--- src/rtl/reduce_tree_pipe.sv ---
// reduce_tree_pipe
//   Pipelined N-port logic reduction engine. It combines PORT_NUM operands of
//   WIDTH bits with AND, OR or XOR through a registered binary tree, and
//   returns either the lane-wise (bitwise) result or a 1-bit full reduction
//   that is zero-extended into out_data[0]. A valid/ready handshake runs on
//   both sides. The whole pipeline stalls together while the output holds a
//   result that downstream has not taken.
//
// Ports
//   clk        rising-edge clock
//   reset      synchronous, active-high; drops every in-flight beat
//   in_valid   operand set valid
//   in_ready   engine accepts an operand set this cycle (combinational)
//   in_data    packed operands, port k = in_data[k*WIDTH +: WIDTH]
//   in_mask    1 = port participates, 0 = port replaced by the identity
//   in_op      00 AND, 01 OR, 10 XOR, 11 treated as AND
//   in_mode    0 bitwise result, 1 full reduction to one bit
//   out_valid  result valid
//   out_ready  downstream accepts the result
//   out_data   result, forced to zero while out_valid is low
module reduce_tree_pipe #(
  parameter int PORT_NUM = 8,
  parameter int WIDTH    = 8
) (
  input  logic                      clk,
  input  logic                      reset,
  input  logic                      in_valid,
  output logic                      in_ready,
  input  logic [PORT_NUM*WIDTH-1:0] in_data,
  input  logic [PORT_NUM-1:0]       in_mask,
  input  logic [1:0]                in_op,
  input  logic                      in_mode,
  output logic                      out_valid,
  input  logic                      out_ready,
  output logic [WIDTH-1:0]          out_data
);

  localparam int LEVELS = (PORT_NUM > 1) ? $clog2(PORT_NUM) : 0;
  localparam int P2     = 1 << LEVELS;
  // All tree stages live in one flat node array: stage s holds P2>>s nodes
  // starting at base(s), so the array has exactly 2*P2-1 entries.
  localparam int NODES  = 2 * P2 - 1;

  localparam logic [1:0] OP_OR  = 2'b01;
  localparam logic [1:0] OP_XOR = 2'b10;

  function automatic int base(input int s);
    return 2 * P2 - ((2 * P2) >> s);
  endfunction

  function automatic logic [WIDTH-1:0] ident(input logic [1:0] op);
    return (op == OP_OR || op == OP_XOR) ? '0 : '1;
  endfunction

  function automatic logic [WIDTH-1:0] combine(input logic [1:0] op,
                                               input logic [WIDTH-1:0] a,
                                               input logic [WIDTH-1:0] b);
    case (op)
      OP_OR:   return a | b;
      OP_XOR:  return a ^ b;
      default: return a & b;
    endcase
  endfunction

  function automatic logic reduce_bits(input logic [1:0] op,
                                       input logic [WIDTH-1:0] v);
    case (op)
      OP_OR:   return |v;
      OP_XOR:  return ^v;
      default: return &v;
    endcase
  endfunction

  logic [WIDTH-1:0]    node_q [NODES];
  logic [WIDTH-1:0]    node_d [NODES];
  logic [LEVELS:0]     valid_q;
  logic [1:0]          op_q [LEVELS+1];
  logic [LEVELS:0]     mode_q;
  logic                advance;
  logic [P2*WIDTH-1:0] data_pad;
  logic [P2-1:0]       mask_pad;
  logic [WIDTH-1:0]    lane;

  assign out_valid = valid_q[LEVELS];
  assign advance   = !out_valid || out_ready;
  assign in_ready  = advance;
  assign lane      = node_q[NODES-1];

  // Padding ports get mask=0 so they collapse to the identity like any
  // masked port.
  always_comb begin
    data_pad = '0;
    data_pad[PORT_NUM*WIDTH-1:0] = in_data;
    mask_pad = '0;
    mask_pad[PORT_NUM-1:0] = in_mask;
  end

  always_comb begin
    for (int k = 0; k < P2; k++) begin
      node_d[k] = mask_pad[k] ? data_pad[k*WIDTH +: WIDTH] : ident(in_op);
    end
    // Each stage combines node pairs using the op that travelled with them.
    for (int s = 1; s <= LEVELS; s++) begin
      for (int k = 0; k < (P2 >> s); k++) begin
        node_d[base(s) + k] = combine(op_q[s-1],
                                      node_q[base(s-1) + 2*k],
                                      node_q[base(s-1) + 2*k + 1]);
      end
    end
  end

  always_ff @(posedge clk) begin
    if (reset) begin
      valid_q <= '0;
    end else if (advance) begin
      valid_q[0] <= in_valid;
      for (int s = 1; s <= LEVELS; s++) begin
        valid_q[s] <= valid_q[s-1];
      end
    end
  end

  // Data, op and mode need no reset; out_data is gated by out_valid.
  always_ff @(posedge clk) begin
    if (advance) begin
      node_q    <= node_d;
      op_q[0]   <= in_op;
      mode_q[0] <= in_mode;
      for (int s = 1; s <= LEVELS; s++) begin
        op_q[s]   <= op_q[s-1];
        mode_q[s] <= mode_q[s-1];
      end
    end
  end

  always_comb begin
    out_data = '0;
    if (out_valid) begin
      if (mode_q[LEVELS]) begin
        out_data[0] = reduce_bits(op_q[LEVELS], lane);
      end else begin
        out_data = lane;
      end
    end
  end

endmodule

--- config.mk ---
export PLATFORM = sky130hd
export DESIGN_NAME = reduce_tree_pipe
export DESIGN_NICKNAME = d
export VERILOG_FILES = /design/src/rtl/reduce_tree_pipe.sv
export SDC_FILE = /design/constraint.sdc
export NUM_CORES = 1
export LEC_CHECK = 0
export BUFFER_PORTS_ARGS = -buffer_cell sky130_fd_sc_hd__buf_2
export CORE_MARGIN = 4
export CORE_UTILIZATION = 61
export DETAILED_ROUTE_END_ITERATION = 10
export PLACE_DENSITY = 0.82
export SYNTH_ARGS = -nofsm -noshare
export SYNTH_HDL_FRONTEND = slang
export SYNTH_SLANG_ARGS = --single-unit
--- constraint.sdc ---
create_clock -name clk -period 9.46 [get_ports clk]
set_input_delay 1.419 -clock clk [delete_from_list [all_inputs] [get_ports clk]]
set_output_delay 1.419 -clock clk [all_outputs]
set_load 0.02 [all_outputs]
Word-level counts from Yosys, hierarchy flattened --
Memories as Yosys holds them, arrays and structs flattened. Index checks and enable logic that the tools add are counted. W data, S select, Z words.
Storage, ports and cells: flip-flop bits (word level) 128, memories kept 1, input bits 79, word-level logic and storage cells 77, memory bits (writable) 8, output and inout bits 10
Operators by class: mux-type cells 22, reduce and logical (&&, ||, !) cells 6, bitwise gates (word level) 21, equal/unequal tests 10
Memories:
- op_q | depth 4, width 2, rd ports 4, clocked after Yosys merged registers in 0, wr ports 4, line 77 | logic [1:0] op_q [LEVELS+1];
Operator list (number):
- $pmux W8 S2 | 7
- $mux W8 | 10
- $and A8 B8 Y8 | 7
- $or A8 B8 Y8 | 7
- $xor A8 B8 Y8 | 7
- $eq A2 B1 Y1 const B | 5
- $eq A2 B2 Y1 const B | 5
- $reduce_and A8 Y1 | 1
- $reduce_or A8 Y1 | 1
- $reduce_xor A8 Y1 | 1
- $mux W7 | 1
- $mux W1 | 3
- $logic_or A1 B1 Y1 | 2
- $pmux W1 S2 | 1
- $logic_not A1 Y1 | 1

Logic depth before layout (Yosys ltp) --
depth in word-level cells 4, gate-level depth with buffers 6

Least setup slack after synthesis --
Ideal clock, no wire load.
path kind input to output, from input port out_ready, to output port in_ready, data arrival time 4.288 ns, buffers on the path 1, path slack 3.753 ns, cell stages on the path 3, data required time 8.041 ns, path through nor2b_1 -> clkbuf_1 -> inv_1
On the way: word-level cells in the longest chain between the ends 1
Ends and longest elaborated chain:
- start: declaration | line 34 | input logic out_ready,
- $logic_or A1 B1 Y1 | line 85 | assign advance = !out_valid || out_ready;
- end: declaration | line 28 | output logic in_ready,
No other way between the ends.

Final worst setup path --
Ends and elaborated chain as after synthesis.

==> summary.md <==
| Metric | Value |
|---|---|
| H-tree depth | 4 |
| Net count of the mapped netlist | 955 |
| Port Buf Inserts | 88 |
| Placed wire-length estimate | 10300 um |
| Clock sinks | 136 |
| Min-Delay Path Class | flop to flop |
| Register area share after synthesis | 49.6% |
| Final setup viols | 0 |
| Max Slew Vio Count | 0 |
| Flop2flop setup slack | 7.09 ns |
| TNS Setup | 0 ns |
| ANT cells | 0 |
| Clk_lat worst skew | 0.42 ns |
| Worst-case clock buffer depth | 2 |
| Total Wirelength | 14200 um |
| Die X-Extent | 124 um |
| Drt wl/cell | 14.0 um |
| Drt pass-1 iters | 5 |
| CP Data Required Time | 8.04 ns |
| Crit Path Max Fanout | 52 |
| Worst Skew | 0.00686 ns |
| Initial core utilization | 63.5% |
| Worst hold path stage count | 0 |
| Full die area | 15300 um^2 |
| Register bit total from synthesis | 136 |
| CP arrival | 2.67 ns |
| Hold Path Sink | mode_q[2]$_DFFE_PP_ |
| Final nets | 1034 |
| R2R cell count | 3 |
| Syn Inst Count | 748 |
| Slew headroom | 32.0% |
| DRC | 0 |
| CP Class | input port to primary output |
| Initial antenna violation count | 0 |
| Slew of the pin with the lowest slew margin | 1.02 ns |
| Vias in the first global route | 5381 |
| Via Count | 5384 |
| Routed Antenna Nets | 0 |
| CTS tree | yes |
| Maximum vdd drop | 0.000146 V |
| Fmax | 245 MHz |
| Hold buffer count at CTS | 0 |
| Overall die height | 124 um |
| IO Count | 89 |
| Post-cts resize count | 0 |
| Status | complete, no violations |
| GPL Wtd Cong | 0.769 |
| Global-route wire length before repair | 23400 um |
| Post-synth top area share | 48.7% |
| Final Critical Period | 4.09 ns |
| Core Rows | 41 |
| GRT Util Overall | 19.8% |
| CTS clk-pin slew, worst paths | 0.05 ns |
| Layout area overhead | 13.1% |
| Power Dens Cells | 175 nW/um^2 |
| CP endpoint kind | primary output |
| Yosys warnings | 0 |
| Largest net degree at the start of global routing | 83 |
| Max-capacitance violation count | 0 |
| Leak Pwr | 4.59 nW |
| Final worst path period share | 43.2% |
| DR vias/cell | 5.32 |
| Syn Area/Cell | 10.9 um^2 |
| Iter 0 DRT Violations | 326 |
| Crit path launch type | input port |
| Setup Buffers After CTS | 0 |
| Root Buffer | clkbuf_16 |
| Reg-to-reg critical path startpoint | valid_q[3]$_SDFFE_PP0P_ |
| Core Util, Final | 71.8% |
| Largest cells by area after synthesis | edfxtp_1 (49%), ha_1 (20%), inv_1 (8.5%) |
| Distinct cells, synth | 22 |
| Grt total ovfl | 0 |
| Final hold vios | 0 |
| FF-to-FF End | node_q[62]$_DFFE_PP_ |
| Post-Syn Area | 8150 um^2 |
| Layout cells sized above 1 | 21.5% |
| Core area | 12800 um^2 |
| Hold wc startpoint | mode_q[1]$_DFFE_PP_ |
| TritonCTS Buffers | 17 |
| RSZ-0062 raised after global routing | no |
| Cell taking the most area after synthesis | edfxtp_1 |
==> power by group <==
group          total, mW  switching [mW]  internal [mW]
combinational      0.269           0.148          0.121
sequential         0.787          0.0414          0.746
clock              0.557           0.228          0.328
total               1.61           0.418           1.19
==> Yosys cell counts <==
| cell | instances |
|---|---|
| a21o_2 | 64 |
| a221oi_1 | 1 |
| a22oi_1 | 56 |
| a311oi_1 | 1 |
| and2_1 | 7 |
| buf_1 | 11 |
| buf_2 | 2 |
| clkbuf_1 | 19 |
| dfxtp_1 | 4 |
| edfxtp_1 | 132 |
| ha_1 | 128 |
| inv_1 | 185 |
| mux2i_1 | 3 |
| nand2_1 | 56 |
| nand2b_1 | 1 |
| nand4_1 | 2 |
| nor2_1 | 13 |
| nor2b_1 | 2 |
| o21ai_0 | 55 |
| o21ai_1 | 2 |
| xnor2_1 | 2 |
| xor2_1 | 2 |
==> stage by stage <==
stage	instances	hold slack (ns)	cell area (um^2)	total power, mW	setup WS (ns)
after floorplan	748	0.400	8150	0.978	3.75
after global placement	980	0.412	8710	1.03	5.43
after detailed placement	980	0.412	8710	1.06	5.36
after CTS	1012	0.424	9210	1.62	5.37
after global routing	1012	0.426	9210	1.70	5.26
final	1012	0.420	9210	1.61	5.37
==> layout make-up <==
| type | count | area (um^2) |
|---|---|---|
| Tap cell | 172 | 215 |
| Sequential cell | 136 | 4040 |
| Clock buffer | 21 | 440 |
| Clock inverter | 11 | 58.8 |
| Multi-Input combinational cell | 395 | 3280 |
| Inverter | 185 | 697 |
| Timing Repair Buffer | 92 | 470 |
| Fill cell | 913 | 3610 |
==> placed cells by master (no fill, tap or decap) <==
cell and count:
inv_1 184, o21ai_0 55, xnor2_1 2, clkinv_2 4
o21ai_1 2, inv_4 1, clkinv_4 1, clkbuf_16 17
clkbuf_1 4, ha_1 128, xor2_1 2, buf_4 4
clkinvlp_4 2, dfxtp_1 4, mux2i_1 3, nor2_1 13
nor2b_1 2, edfxtp_1 132, nand2_1 56, a311oi_1 1
a221oi_1 1, clkinv_1 4, nand2b_1 1, a21o_2 64
nand4_1 2, and2_1 7, buf_2 88, a22oi_1 56
==> per-layer routing <==
metal | wire length [um] | up-vias | GRT usage (%)
met1 | 5770 | 2577 | 23.0
met3 | 687 | 22 | 4.53
met5 | 0 | - | 0
li1 | - | 2656 | -
met2 | 7500 | 129 | 35.5
met4 | 255 | 0 | 8.03
==> kinds of logic (layout without fill, tap and decap cells) <==
kind of cell | Yosys count | in the layout | synth area share [%]
compound gates | 179 | 179 | 15.8
xor+xnor | 4 | 4 | 0.430
fa+ha+maj | 128 | 128 | 19.7
buf+inv | 217 | 309 | 10.0
flops | 136 | 136 | 49.6
mux | 3 | 3 | 0.369
simple gates | 81 | 81 | 4.10
==> sequential cells by signal (all words and copies together), names as in the netlist <==
| signal | cells |
|---|---|
| node_q | 112 |
| lane | 8 |
| op_q | 8 |
| mode_q | 4 |
| valid_q | 4 |
==> worst max-delay path by stage <==
stage,from,to,slack [ns]
3_5_place_dp,out_ready,in_ready,5.36
3_3_place_gp,out_ready,in_ready,5.43
4_1_cts,out_ready,in_ready,5.37
5_1_grt,out_ready,in_ready,5.26
2_1_floorplan,out_ready,in_ready,3.75
6_report,out_ready,in_ready,5.37
==> critical path, stage by stage <==
cell	delay, ns
buf_2	0.10
nor2b_1	0.45
inv_4	0.37
buf_2	0.28
Note: power is estimated with default switching activity, not from simulation.
